<file path="src/rtl/compare_unit.sv">
// rtl/compare_unit.sv - registered compare unit; optional CMP_SIGNED_EN selects two's-complement ordering
module compare_unit #(
  parameter int DATA_W = 3,
  parameter int OP_W   = 5
) (
  input  logic              clk,
  input  logic              rst_n,
  input  logic [OP_W-1:0]   opcode,
  input  logic [DATA_W-1:0] R1,
  input  logic [DATA_W-1:0] R2,
  output logic [DATA_W-1:0] RD,
  output logic              valid,
  output logic              illegal
);

  localparam logic [OP_W-1:0] OP_LT  = OP_W'(5'b01011);
  localparam logic [OP_W-1:0] OP_GT  = OP_W'(5'b01100);
  localparam logic [OP_W-1:0] OP_EQ  = OP_W'(5'b01101);
  localparam logic [OP_W-1:0] OP_GTE = OP_W'(5'b01110);
  localparam logic [OP_W-1:0] OP_LTE = OP_W'(5'b01111);
  localparam logic [OP_W-1:0] OP_NE  = OP_W'(5'b10000);

  logic lt;
  logic eq;
  logic outcome;
  logic is_cmp;

  // Every ordering relation is derived from one less-than and one equality
  // comparator, so only lt changes between the signed and unsigned builds.
  always_comb begin
`ifdef CMP_SIGNED_EN
    lt = $signed(R1) < $signed(R2);
`else
    lt = R1 < R2;
`endif
    eq      = (R1 == R2);
    is_cmp  = 1'b1;
    outcome = 1'b0;
    case (opcode)
      OP_LT:   outcome = lt;
      OP_GT:   outcome = !lt && !eq;
      OP_EQ:   outcome = eq;
      OP_GTE:  outcome = !lt;
      OP_LTE:  outcome = lt || eq;
      OP_NE:   outcome = !eq;
      default: is_cmp  = 1'b0;
    endcase
  end

  // Result register: boolean zero-extended into RD, flags describe the sampled opcode.
  always_ff @(posedge clk or negedge rst_n) begin
    if (!rst_n) begin
      RD      <= '0;
      valid   <= 1'b0;
      illegal <= 1'b0;
    end else begin
      RD      <= DATA_W'(outcome);
      valid   <= is_cmp;
      illegal <= !is_cmp;
    end
  end

endmodule

</file>
<file path="config.mk">
export PLATFORM = sky130hd
export DESIGN_NAME = compare_unit
export DESIGN_NICKNAME = d
export VERILOG_FILES = /design/src/rtl/compare_unit.sv
export SDC_FILE = /design/constraint.sdc
export NUM_CORES = 1
export LEC_CHECK = 0
export CAP_MARGIN = 5
export CELL_PAD_IN_SITES_DETAIL_PLACEMENT = 2
export CELL_PAD_IN_SITES_GLOBAL_PLACEMENT = 2
export CORE_MARGIN = 2
export CORE_UTILIZATION = 18
export DETAILED_ROUTE_END_ITERATION = 16
export PLACE_DENSITY = 0.74
export SLEW_MARGIN = 0
export SYNTH_ARGS = -nofsm -noshare
export SYNTH_HDL_FRONTEND = slang
export SYNTH_SLANG_ARGS = --single-unit
</file>
<file path="constraint.sdc">
create_clock -name clk -period 0.8 [get_ports clk]
set_input_delay 0.16 -clock clk [delete_from_list [all_inputs] [get_ports clk]]
set_output_delay 0.16 -clock clk [all_outputs]
set_load 0.05 [all_outputs]
</file>
==> impl_results.md <==
* Power Total at 0.761 mW
* Via Count at 312
* Max cap viols at 0
* GR Util met3 at 0.0255
* Power Density at 1260 mW/mm²
* Setup TNS at -728 ps
* Global-route wire length before repair at 1480 µm
* Final instance area at 603 µm²
* Layer with the highest usage: met2
* Final-report setup violation count at 6
* Hold Path Class: in2async
* Clock slew at reported path FFs at 40 ps
* Top Ports at 18
* RSZ-0062 raised after global routing: yes
* Synth Area in Simple Gates at 0.200
* TritonCTS clock tree: built
* Vias in the first global route at 367
* DRT iter0 DRCs at 0
* Final Wtd Congestion at 0.635
* Final worst-path cycle share at 1.24
* Met2 usage at 0.194
* Sequential fraction of the synthesis area at 0.273
* Critical path origin: opcode[2]
* Mapped cell area at 275 µm²
* Clock Sinks at 3
* Maximum clock insertion buffer count at 2
* Outcome: finished, violations left
* H-tree levels at 1
* Synth Area in Compound Gates at 0.168
* Hold Fails Final Rpt at 0
* Final hold slack at 96.5 ps
* Arrival @ worst endpoint at 1160 ps
* Grt met1 use at 0.110
* Syn Inst Count at 31
* Area Growth Syn to Fin at 119%
* Final worst slack at -192 ps
* Total CTS buffers at 3
* Post-Place Cells at 64
* Final std cells w/o fill at 70
* Core Footprint at 0.00147 mm²
* Buffers added on ports at 15
* Ant diodes at 0
* Count of cell types in the netlist at 17
* Rows at 14
* Pre-CTS setup slack at -918 ps
* Largest net degree at the start of global routing at 5
* Via-per-instance ratio at 4.46
* FILL cells at 167
* CP Data Required Time at 970 ps
* Synth warn at 0
* Number of synthesized flops with an enable pin at 0
* Proportion of synthesized area in mux cells at 0.0727
* Count leader, synth: inv_1
* GRT overflow at 0
* Final Core Density at 0.410
* Xor/xnor share of the synthesized area at 0
* Clock Tree Root: clkbuf_4
* CP Launch Type: input pin
* CP Capture Type: flop
* Max Freq at 1010 MHz
* Total track usage at 0.114
* Hpwl dp at 617 µm
* Drt total wl at 796 µm
* Worst IR Drop VDD at 0.329 mV
* DRC viols at 0
* Post-DR wirelength/cell at 11.4 µm
* Synth area leaders: dfrtp_1, ha_1, inv_1
* Post-layout minimum cycle time at 992 ps
* Leakage at 0.271 nW
* Synth top area share at 0.273
* Critical path type: in2reg
* Die area at 0.00186 mm²
* Synthesized flop and latch total at 3
* Post-Synth Adder-Cell Area at 0.136
* Share of layout cells above drive strength 1 at 0.685
* ANT nets after route at 0
* Initial Utilization at 0.187
* Cell taking the most area after synthesis: dfrtp_1
* Asr flop ratio synth at 1.00
* Worst-path maximum fanout at 2
* Die Width at 43.1 µm
* Main combinational cell family by area after synthesis: simple AND/OR/NAND/NOR gates
* Syn_area_per_cell at 8.88 µm²
* Hold buffers post-CTS at 0
* Failing checks: negative setup slack
* Antenna violations before repair at 0
* Top cells by count, synth: inv_1, a21oi_1, dfrtp_1, ha_1
* Pins Over Slew Limit at 0
* Placed Area at 543 µm²
* 1st-pass router iterations at 1
* Top_reg_cell synth: dfrtp_1
* Die H at 43.1 µm
* Setup crit end: RD[0]$_DFF_PN0_
* Final net count at 71
## layer usage
layer	share of wire	up-vias	routed length, µm
li1	-	148	-
met1	0.34	144	272
met2	0.54	15	429
met3	0.069	5	55
met4	0.048	0	38
met5	0	-	0
## report_power, final
group,total [mW],leakage [nW],switching (mW),internal [mW]
combinational,0.307,0.219,0.145,0.162
sequential,0.169,0.0367,0.00726,0.162
clock,0.286,0.0150,0.0974,0.188
## critical path: stages
cell,delay (ps)
buf_6,90
or4b_4,540
mux2i_2,180
a21oi_2,50
o2bb2ai_2,130
## how the worst min path moves through the flow
| stage | startpoint | end | slack, ps | cells past startpoint |
|---|---|---|---|---|
| finish | rst_n | RD[0]$_DFF_PN0_ | 100 | 1 |
| global route | rst_n | RD[0]$_DFF_PN0_ | 100 | 1 |
| CTS | rst_n | RD[0]$_DFF_PN0_ | 90 | 1 |
| detailed placement | rst_n | RD[0]$_DFF_PN0_ | 350 | 1 |
| global placement | rst_n | RD[0]$_DFF_PN0_ | 350 | 1 |
| floorplan | rst_n | RD[0]$_DFF_PN0_ | -140 | 0 |
## registers in the layout, summed over array words and instances, names as in the netlist
name     cells
valid        1
RD           1
illegal      1
## cell usage in the layout, fill, tap and decap left out, types with 2 or more instances in the layout
cell and instances:
dfrtp_1 3, inv_4 2, clkbuf_4 3, ha_4 3, inv_1 3, buf_12 3
buf_2 3, a21oi_2 2, buf_4 5, conb_1 2, buf_6 7
## cells by family (layout without fill, tap and decap cells)
group,Yosys count,count (layout)
buffers and inverters,8,30
AO/OA/AOI/OAI,7,7
AND/OR/NAND/NOR,7,7
adder cells (fa/ha/maj),3,3
flip-flops,3,3
multiplexers,2,2
other,1,2
## what timing repair did
| action | 4_1_cts | 5_1_grt |
|---|---|---|
| buffers inserted | 1 | 1 |
| pin swaps | 7 | 7 |
| endpoints found under the setup margin | 6 | 6 |
| resized for setup | 51 | 3 |
## final cells by class
| cell class | count | area [µm²] | share of cell area |
|---|---|---|---|
| clock buffer | 4 | 26.3 | 0.0436 |
| inverter | 6 | 27.5 | 0.0456 |
| multi-input combinational | 21 | 244 | 0.405 |
| sequential | 3 | 75.1 | 0.124 |
| tap | 16 | 20.0 | 0.0332 |
| timing repair buffer | 20 | 210 | 0.349 |
Power figures use the tool's default switching activity.
